<file path="src/rtl/inv_mix_column_iter.sv">
// Iterative AES InvMixColumns: accepts a 128-bit state, transforms COLS_PER_CYCLE
// columns per clock and returns the result over a valid/ready port with backpressure.
module inv_mix_column_iter #(
  parameter int COLS_PER_CYCLE = 1
) (
  input  logic         clk,
  input  logic         rst,
  input  logic         in_valid,
  output logic         in_ready,
  input  logic [127:0] in_data,
  output logic         out_valid,
  input  logic         out_ready,
  output logic [127:0] out_data,
  output logic         busy
);

  typedef enum logic [1:0] {
    ST_IDLE = 2'd0,
    ST_RUN  = 2'd1,
    ST_DONE = 2'd2
  } state_t;

  // Counter step wraps to 0 when all four columns go in one pass.
  localparam logic [1:0] COL_STEP = 2'(COLS_PER_CYCLE);
  localparam logic [1:0] LAST_CNT = 2'(4 - COLS_PER_CYCLE);

  generate
    if (COLS_PER_CYCLE != 1 && COLS_PER_CYCLE != 2 && COLS_PER_CYCLE != 4) begin : g_bad_param
      $error("COLS_PER_CYCLE must be 1, 2 or 4");
    end
  endgenerate

  function automatic logic [7:0] xtime(input logic [7:0] b);
    return {b[6:0], 1'b0} ^ (b[7] ? 8'h1b : 8'h00);
  endfunction

  // Multiply by a 4-bit constant using the x2/x4/x8 chain.
  function automatic logic [7:0] gf_mul_k(input logic [7:0] b, input logic [3:0] k);
    logic [7:0] x2;
    logic [7:0] x4;
    logic [7:0] x8;
    x2 = xtime(b);
    x4 = xtime(x2);
    x8 = xtime(x4);
    return (k[0] ? b : 8'h00) ^ (k[1] ? x2 : 8'h00) ^
           (k[2] ? x4 : 8'h00) ^ (k[3] ? x8 : 8'h00);
  endfunction

  function automatic logic [7:0] inv_row(input logic [7:0] a, input logic [7:0] b,
                                         input logic [7:0] c, input logic [7:0] d);
    return gf_mul_k(a, 4'he) ^ gf_mul_k(b, 4'hb) ^ gf_mul_k(c, 4'hd) ^ gf_mul_k(d, 4'h9);
  endfunction

  function automatic logic [31:0] inv_mix_col(input logic [31:0] col);
    logic [7:0] b0;
    logic [7:0] b1;
    logic [7:0] b2;
    logic [7:0] b3;
    {b0, b1, b2, b3} = col;
    return {inv_row(b0, b1, b2, b3), inv_row(b1, b2, b3, b0),
            inv_row(b2, b3, b0, b1), inv_row(b3, b0, b1, b2)};
  endfunction

  state_t         state_r;
  state_t         state_nxt_s;
  logic [1:0]     col_cnt_r;
  logic [127:0]   work_r;
  logic [127:0]   work_nxt_s;
  logic           last_grp_s;

  assign last_grp_s = (col_cnt_r == LAST_CNT);
  assign in_ready   = (state_r == ST_IDLE) & ~rst;
  assign busy       = (state_r != ST_IDLE);

  // Working state with the current column group replaced by its transform.
  always_comb begin
    work_nxt_s = work_r;
    for (int c = 0; c < 4; c++) begin
      if ((c >= int'(col_cnt_r)) && (c < int'(col_cnt_r) + COLS_PER_CYCLE)) begin
        work_nxt_s[127-32*c -: 32] = inv_mix_col(work_r[127-32*c -: 32]);
      end else begin
        work_nxt_s[127-32*c -: 32] = work_r[127-32*c -: 32];
      end
    end
  end

  // Next-state logic for the IDLE -> RUN -> DONE handshake sequence.
  always_comb begin
    state_nxt_s = state_r;
    case (state_r)
      ST_IDLE: begin
        if (in_valid) state_nxt_s = ST_RUN;
        else          state_nxt_s = ST_IDLE;
      end
      ST_RUN: begin
        if (last_grp_s) state_nxt_s = ST_DONE;
        else            state_nxt_s = ST_RUN;
      end
      ST_DONE: begin
        if (out_ready) state_nxt_s = ST_IDLE;
        else           state_nxt_s = ST_DONE;
      end
      default: state_nxt_s = ST_IDLE;
    endcase
  end

  // State register.
  always_ff @(posedge clk) begin
    if (rst) state_r <= ST_IDLE;
    else     state_r <= state_nxt_s;
  end

  // Datapath registers; reset discards any partial result.
  always_ff @(posedge clk) begin
    if (rst) begin
      col_cnt_r <= 2'd0;
      work_r    <= 128'd0;
      out_valid <= 1'b0;
      out_data  <= 128'd0;
    end else begin
      case (state_r)
        ST_IDLE: begin
          if (in_valid) begin
            work_r    <= in_data;
            col_cnt_r <= 2'd0;
          end
        end
        ST_RUN: begin
          work_r    <= work_nxt_s;
          col_cnt_r <= col_cnt_r + COL_STEP;
          if (last_grp_s) begin
            out_valid <= 1'b1;
            out_data  <= work_nxt_s;
          end
        end
        ST_DONE: begin
          if (out_ready) out_valid <= 1'b0;
        end
        default: begin
          out_valid <= 1'b0;
        end
      endcase
    end
  end

endmodule

</file>
<file path="config.mk">
export PLATFORM = sky130hd
export DESIGN_NAME = inv_mix_column_iter
export DESIGN_NICKNAME = d
export VERILOG_FILES = /design/src/rtl/inv_mix_column_iter.sv
export SDC_FILE = /design/constraint.sdc
export NUM_CORES = 1
export LEC_CHECK = 0
export ABC_CLOCK_PERIOD_IN_PS = 2900
export BUFFER_PORTS_ARGS = -buffer_cell sky130_fd_sc_hd__buf_2
export CAP_MARGIN = 25
export CORE_AREA = 2 2 260 237
export DETAILED_ROUTE_END_ITERATION = 8
export DIE_AREA = 0 0 262 239
export PLACE_DENSITY = 0.63
export SLEW_MARGIN = 20
export SYNTH_ARGS = -nofsm -noshare
export SYNTH_HDL_FRONTEND = slang
export SYNTH_SLANG_ARGS = --single-unit
</file>
<file path="constraint.sdc">
create_clock -name clk -period 2.9 [get_ports clk]
set_input_delay 0.58 -clock clk [delete_from_list [all_inputs] [get_ports clk]]
set_output_delay 0.58 -clock clk [all_outputs]
set_load 0.02 [all_outputs]
</file>
# Word level (Yosys, flattened, before mapping)

Index checks and enable logic that the tools add are counted.
Widths: inputs -> output; s select.

Output and inout port bits: 131
Input port bits: 132
Bits in registers: 261

$lt $le $gt $ge: 7
Equal/unequal tests: 6
Bitwise gates (word level): 211
Multiplexer cells: 63
Reduce and logical (&&, ||, !) cells: 9
Add/sub/neg operators: 2

Operator list:

| operator            | count |
|---|---|
| $xor 8x8->8         | 168 |
| $xor 8x5->8         | 40 |
| $pmux 128 s2        | 1 |
| $mux 5              | 48 |
| $mux 128            | 1 |
| $mux 32             | 4 |
| $lt 1x32->1 const A | 1 |
| $lt 2x32->1 const A | 1 |
| $lt 3x32->1 const A | 1 |
| $mux 2              | 3 |
| $ne 2x2->1 const B  | 3 |
| $pmux 2 s3          | 1 |
| $eq 2x2->1 const B  | 2 |
| $ge 1x2->1 const A  | 2 |
| $pmux 2 s2          | 1 |
| $reduce_and 2->1    | 2 |
| $reduce_bool 2->1   | 2 |
| $add 2x1->3 const B | 1 |
| $logic_and 1x1->1   | 3 |
| $lt 2x3->1 const A  | 1 |
| $mux 1              | 3 |
| $pmux 1 s3          | 1 |
| $reduce_and 3->1    | 1 |
| $add 2x1->2 const B | 1 |
| 5 further kinds     | 6 |

# Depth between registers and ports, before layout

Gate-level depths: netlist (run 1).

Depth after elaboration: 12
Depth in mapped cells: 10

# Least setup slack after synthesis (run 1)

No wires, ideal clock.

Kind: flip-flop to flip-flop
Start: reg work_r[79]
End: reg work_r[86]
Setup slack: 0.637 ns
Library setup time: 0.128 ns
Arrival: 2.135 ns
Stages on the path, launching flop included: 8
Buffers on the path: 1
Cell sequence: dfxtp_1 -> buf_4 -> xor2_1 -> xnor3_1 -> xnor3_1 -> xor2_1 -> a221oi_1 -> nor2_1

Cells in the longest elaborated chain, start to end: 10

Ends and longest elaborated chain:

| element                   | line | text |
|---|---|---|
| start, declared           | 67   | `logic [127:0] work_r;` |
| start signal, assigned    | 124  | `work_r <= in_data;` |
| start signal, assigned    | 129  | `work_r <= work_nxt_s;` |
| $mux 5                    | 34   | `return {b[6:0], 1'b0} ^ (b[7] ? 8'h1b : 8'h00);` |
| $xor 8x5->8 (3 in series) | 34   |  |
| $xor 8x8->8               | 46   | `(k[2] ? x4 : 8'h00) ^ (k[3] ? x8 : 8'h00);` |
| $xor 8x8->8 (3 in series) | 51   | `return gf_mul_k(a, 4'he) ^ gf_mul_k(b, 4'hb) ^ gf_mul_k(c, 4'hd) ^ gf_mul_k(d, 4'h9);` |
| $mux 32                   | 79   | `if ((c >= int'(col_cnt_r)) && (c < int'(col_cnt_r) + COLS_PER_CYCLE)) begin` |
| $pmux 128 s2              | 121  | `case (state_r)` |

No other way between the ends.
A chain may end at the register's enable or synchronous reset.

# Worst setup path in the final report (run 1)

Start: reg work_r[70]
End: reg work_r[76]

Cells in the longest elaborated chain, start to end: 10

Ends and longest elaborated chain:

| element                   | line |
|---|---|
| $xor 8x5->8               | 34 |
| $mux 5                    | 34 |
| $xor 8x5->8 (2 in series) | 34 |
| $xor 8x8->8               | 46 |
| $xor 8x8->8 (3 in series) | 51 |
| $mux 32                   | 79 |
| $pmux 128 s2              | 121 |

No other way between the ends.

==> results of run 1 <==
-- per-layer routing --
metal	vias to the layer above	global-route usage	wire, um
li1	7682	-	-
met2	714	0.3564	32680
met5	-	0	40
met3	115	0.04379	5527
met1	8298	0.3167	32590
met4	6	0.07276	1933
-- synthesized netlist by cell type (all sizes together) (7+ instances only) --
cell	number	area (um2)
o22ai	15	93.84
inv	9	33.78
o21ai	127	635.6
nand2b	10	62.56
nand3	32	160.2
xor2	132	1179
and3	10	62.56
a222oi	31	310.3
a21oi	145	725.7
clkbuf	132	500.5
xnor3	129	2913
and2	7	43.80
nand2	224	840.8
mux2	10	112.6
buf	91	518.0
a221oi	7	61.31
xor3	21	500.5
nor2	150	563.0
a31oi	39	244.0
mux2i	42	420.4
a211oi	30	225.2
dfxtp	261	5225
nor2b	13	81.33
a22oi	21	157.7
xnor2	460	4303
-- power groups by stage --
stage	clock [W]	combinational [W]	sequential (W)
2_1_floorplan	0	0.0164	0.00410
3_3_place_gp	0	0.0202	0.00475
3_5_place_dp	0	0.0202	0.00475
4_1_cts	0.00440	0.0203	0.00468
5_1_grt	0.00453	0.0218	0.00473
6_report	0.00430	0.0205	0.00470
-- cells by family (layout without fill, tap and decap cells) --
group	count (synthesis)	count (layout)	synth area share
AO/OA/AOI/OAI	428	428	0.1272
XOR/XNOR	742	742	0.4402
adder cells (fa/ha/maj)	4	4	0.002477
buffers and inverters	232	445	0.05208
flip-flops	261	261	0.2586
multiplexers	52	52	0.02638
other	0	5	0
AND/OR/NAND/NOR	456	456	0.09301
-- path summary, 6_finish.rpt --
check             cells past startpoint      endpoint         start  slack, ns
setup / recovery                      7    work_r[76]    work_r[70]       0.26
hold / removal                        3   work_r[115]  in_data[115]       0.29
setup reg to reg                      7    work_r[76]    work_r[70]       0.26
hold reg to reg                       2  out_data[55]  out_data[55]       0.46
-- worst max-delay path, cell delays in order (launching register included) --
cell       delay [ns]
dfxtp_1          0.58
buf_4            0.23
xnor2_4          0.15
xnor3_1          0.50
xnor3_2          0.41
xor2_1           0.28
nor2_1           0.08
a2111oi_2        0.31
-- metrics by stage --
step	util	hold slack (ns)	std cells	area, um2	power [W]
6_report	0.3918	0.2942	3185	23610	0.02952
2_1_floorplan	-	0.4807	2175	20200	0.02045
5_1_grt	0.3918	0.2878	3185	23610	0.03109
3_5_place_dp	0.3732	0.4521	3123	22490	0.02495
4_1_cts	0.3916	0.2685	3180	23600	0.02942
3_3_place_gp	0.3732	0.4453	3123	22490	0.02492
-- cell type report --
| cell class | instances | area share |
|---|---|---|
| tap | 792 | 0.04197 |
| multi-input combinational | 1682 | 0.5912 |
| sequential | 261 | 0.2213 |
| clock inverter | 11 | 0.004558 |
| timing repair buffer | 379 | 0.09656 |
| inverter | 9 | 0.001537 |
| antenna | 5 | 0.0005300 |
| clock buffer | 46 | 0.04234 |
-- sequential cells by signal, indices dropped and copies added (netlist names) --
signal and flops:
out_valid 1, out_data 128, state_r 2, col_cnt_r 2, work_r 128
==> impl_metrics.yaml, run 1 <==
logic_synthesis:
  synth_edf_count: 0
  synthCells: 2175
  netlist-cell-type-count: 50
  yosys_most_used_dff: "dfxtp_1"
  netlist_area_mm2: 0.02020
  synth_warnings: 0
  synth.avg_cell_area_um2: 9.289
  syn_nets: 2311
  ys_seq_area_frac: 0.2586
  synth-async-reset-ratio: 0
  ys_ff_latch: 261
setup_path:
  critPathKind: "register to register"
  start_kind: "register"
  crit_fanout: 7
  critPathRequiredTime_ns: 3.36
  cp.arrival_ns: 3.10
  cp-end-kind: "register"
clock_tree:
  cts_root_buffer: "clkbuf_16"
  post_cts_buffers: 0
  htreeDepth: 2
  tritoncts: "built"
  cts_made_buffers: 34
  clock_path_buffers: 3
  holdBufCountCts: 0
  clk_pin_slew_worst_paths_ns: 0.06
  clk_latency_ns: 0.56
  ctsResizeCount: 0
  cts_sinks: 261
die:
  dieArea_mm2: 0.06262
  core_mm2: 0.06026
  row_count: 86
  ios: 263
  start_util: 0.3353
  fp.dieW_um: 262
  die_h_um: 239
timing:
  max_freq_mhz: 378.6
  rsz0062_at_grt: "no"
  slew_viol_final: 0
  setup_ws_ns: 0.2584
  tightest_slew_ns: 1.081
  finClkSkew_ns: 0.02322
  fin_crit_ns: 2.642
  slew-limit-headroom: 0.2766
  final-setup-viol-count: 0
  final_hold_viol_count: 0
  min_period_over_period: 0.9109
  tns_ns: 0
final_layout:
  final_cell_mix: "xnor2_1 (434), dfxtp_1 (261), buf_2 (261), nand2_1 (222), nor2_1 (149)"
  seqCellArea_mm2: 0.005225
  multi_input_area_mm2: 0.01396
  final_common_cell: "xnor2_1"
  drive_gt1_frac: 0.2048
  fillers: 6055
  layout.nets: 2503
  areaGrowthSynthToFinish_pct: 16.85
power_and_ir_drop:
  power.share.sequential: 0.159
  pwr-share-comb: 0.695
  power_density_mw_per_mm2: 1250
  switchingPower_w: 0.01271
  clockPowerShare: 0.146
  internal_power_w: 0.01681
  peakVddDrop_uv: 752.8
  p_sw_frac: 0.4305
  leakage_nw: 10.24
placement:
  pre_cts_ws_ns: 0.2962
  dpl.hpwl_um: 54860
  gp_congestion: 0.9724
  io_buffer_count: 262
detailed_routing:
  drc: 0
  drt_iter0_drc: 1910
  drt-total-wl_um: 72770
  dr.pass1.iters: 6
  postRouteAntennaNets: 0
  wire_per_inst_um: 22.85
  num_vias: 16820
  viasPerCell: 5.279
global_routing:
  grt_pass1_vias: 16550
  antenna_found_initial: 8
  grt.total_usage: 0.2284
  grt_pass1_wl_um: 107600
  grt_overflow_total: 0
  grt_max_degree: 127
status:
  status: "completed"
min_path:
  min_path_type: "input port to register"
run:
  maxCapViolCount: 0
Power figures use the tool's default switching activity.
==> inputs of run 2 (changes only) <==
--- a/config.mk
+++ b/config.mk
@@ -5,13 +5,12 @@
 export SDC_FILE = /design/constraint.sdc
 export NUM_CORES = 1
 export LEC_CHECK = 0
-export ABC_CLOCK_PERIOD_IN_PS = 2900
 export BUFFER_PORTS_ARGS = -buffer_cell sky130_fd_sc_hd__buf_2
 export CAP_MARGIN = 25
 export CORE_AREA = 2 2 260 237
 export DETAILED_ROUTE_END_ITERATION = 8
 export DIE_AREA = 0 0 262 239
-export PLACE_DENSITY = 0.63
+export PLACE_DENSITY = 0.58
 export SLEW_MARGIN = 20
 export SYNTH_ARGS = -nofsm -noshare
 export SYNTH_HDL_FRONTEND = slang
==> run 2 against run 1 <==
Compared with the run above: non-clock buffer count rose by 6; die area did not move; cell count rose by 0.38%; clock power is 10% higher; sequential power about the same; critical path type unchanged; critical endpoint is now work_r[126]; highest routed layer unchanged.
==> impl_metrics.yaml, run 2 (same netlist as run 1, synthesis figures left out) <==
status:
  status: "completed"
detailed_routing:
  viasPerCell: 5.216
  postRouteAntennaNets: 0
  dr.pass1.iters: 8
  drt-total-wl_um: 75250
  wire_per_inst_um: 23.54
  num_vias: 16670
  drt_iter0_drc: 1710
  drc: 0
final_layout:
  layout.nets: 2511
  areaGrowthSynthToFinish_pct: 17.80
  drive_gt1_frac: 0.2087
  fillers: 6110
  final_common_cell: "xnor2_1"
  final_cell_mix: "xnor2_1 (434), dfxtp_1 (261), buf_2 (261), nand2_1 (222), nor2_1 (149)"
  top_regs: "out_data: 128 flops, work_r: 128 flops"
  fin_cells: 3197
  final_util: 0.3950
setup_path:
  worstRegToRegCells: 7
  crit_chain: "xor2_2, buf_4, xnor2_1, xnor3_1, xnor2_1, nand2_1, a31oi_1"
  cp_num_buf_inv: 1
  reg2reg_setup_slack_ns: 0.25
  critPathMaxStageDelay_ns: 0.67
  cp_top_family: "XOR/XNOR gates"
  start_kind: "register"
  critPathRequiredTime_ns: 3.33
  critPathMostFrequentCell: "xnor2_1"
  startpoint: "work_r[111]"
  critPathKind: "register to register"
  r2r_start: "work_r[111]"
  worstReg2RegEnd: "work_r[126]"
  slowest_stage: "dfxtp_1"
  cp.arrival_ns: 3.08
  crit_fanout: 9
  cp-end-kind: "register"
timing:
  rsz0062_at_grt: "no"
  timing.hold.ws_ns: 0.2880
  tns_ns: 0
  final_hold_viol_count: 0
  tightest_slew_ns: 0.8179
  finClkSkew_ns: 0.02196
  slew-limit-headroom: 0.4508
  slew_viol_final: 0
  max_freq_mhz: 378.1
  final-setup-viol-count: 0
  fin_crit_ns: 2.645
  min_period_over_period: 0.9121
clock_tree:
  holdBufCountCts: 0
  cts_sinks: 261
  clk_pin_slew_worst_paths_ns: 0.06
  ctsResizeCount: 0
  cts_root_buffer: "clkbuf_16"
  cts_made_buffers: 36
  post_cts_buffers: 0
  htreeDepth: 2
  clock_path_buffers: 3
  clk_latency_ns: 0.56
  tritoncts: "built"
power_and_ir_drop:
  leakage_nw: 10.36
  power_w: 0.03021
  power_density_mw_per_mm2: 1269
  peakVddDrop_uv: 892.4
global_routing:
  grt_overflow_total: 0
  grt_pass1_wl_um: 110400
  grt.total_usage: 0.2367
  antenna_found_initial: 9
  grt_pass1_vias: 16710
  grt_max_degree: 127
die:
  core_mm2: 0.06026
  start_util: 0.3353
  fp.dieW_um: 262
  ios: 263
  dieArea_mm2: 0.06262
  row_count: 86
  die_h_um: 239
min_path:
  whs_path_depth: 3
  min_to: "work_r[9]"
  min_from: "in_data[9]"
  min_path_type: "input port to register"
placement:
  place_inst: 3129
  gp_congestion: 0.9944
  io_buffer_count: 262
  dpl.hpwl_um: 56190
run:
  maxCapViolCount: 0
run 2: changes by cell type in the layout (fill, tap and decap cells not counted), moves of 3 or more:
cell and delta:
buf_4 +5, clkinv_2 +4, bufinv_16 +3, clkinvlp_4 -3
run 2: cell type report:
cell class	instances	area, um2	share of cell area
timing repair buffer	385	2337	0.09820
antenna	4	10.01	0.0004205
multi-input combinational	1682	13960	0.5864
inverter	9	36.28	0.001524
clock inverter	15	202.7	0.008516
clock buffer	49	1042	0.04379
tap	792	991.0	0.04163
sequential	261	5225	0.2195
run 2: stage by stage:
stage / cell area (um2) / worst slack [ns]
floorplan: 20200 / 0.6374
global placement: 22530 / 0.2395
detailed placement: 22550 / 0.2446
CTS: 23790 / 0.2328
global route: 23800 / 0.05962
finish: 23800 / 0.2549
run 2: report_power, final:
part / internal [W] / switching (W)
logic: 0.0104 / 0.0104
clock network: 0.00289 / 0.00185
registers: 0.00390 / 0.000768
run 2: worst max-delay path by stage:
stage,endpoint,slack (ns),cells past startpoint
after floorplan,work_r[86],0.64,7
after global placement,work_r[108],0.24,6
after detailed placement,work_r[108],0.24,6
after CTS,work_r[108],0.23,6
after global routing,work_r[108],0.06,6
final,work_r[126],0.25,7
run 2: metal layers:
metal | up-vias | global-route usage | share of wire
met4 | 10 | 0.07122 | 0.026
met2 | 669 | 0.3692 | 0.45
met5 | - | 0 | 0.00076
li1 | 7709 | - | -
met3 | 126 | 0.04591 | 0.079
met1 | 8160 | 0.3296 | 0.45
run 2: worst reg2reg max path, stage by stage, from the launching register on:
cell     delay [ns]
dfxtp_1        0.67
xor2_2         0.23
buf_4          0.22
xnor2_1        0.32
xnor3_1        0.46
xnor2_1        0.18
nand2_1        0.09
a31oi_1        0.36
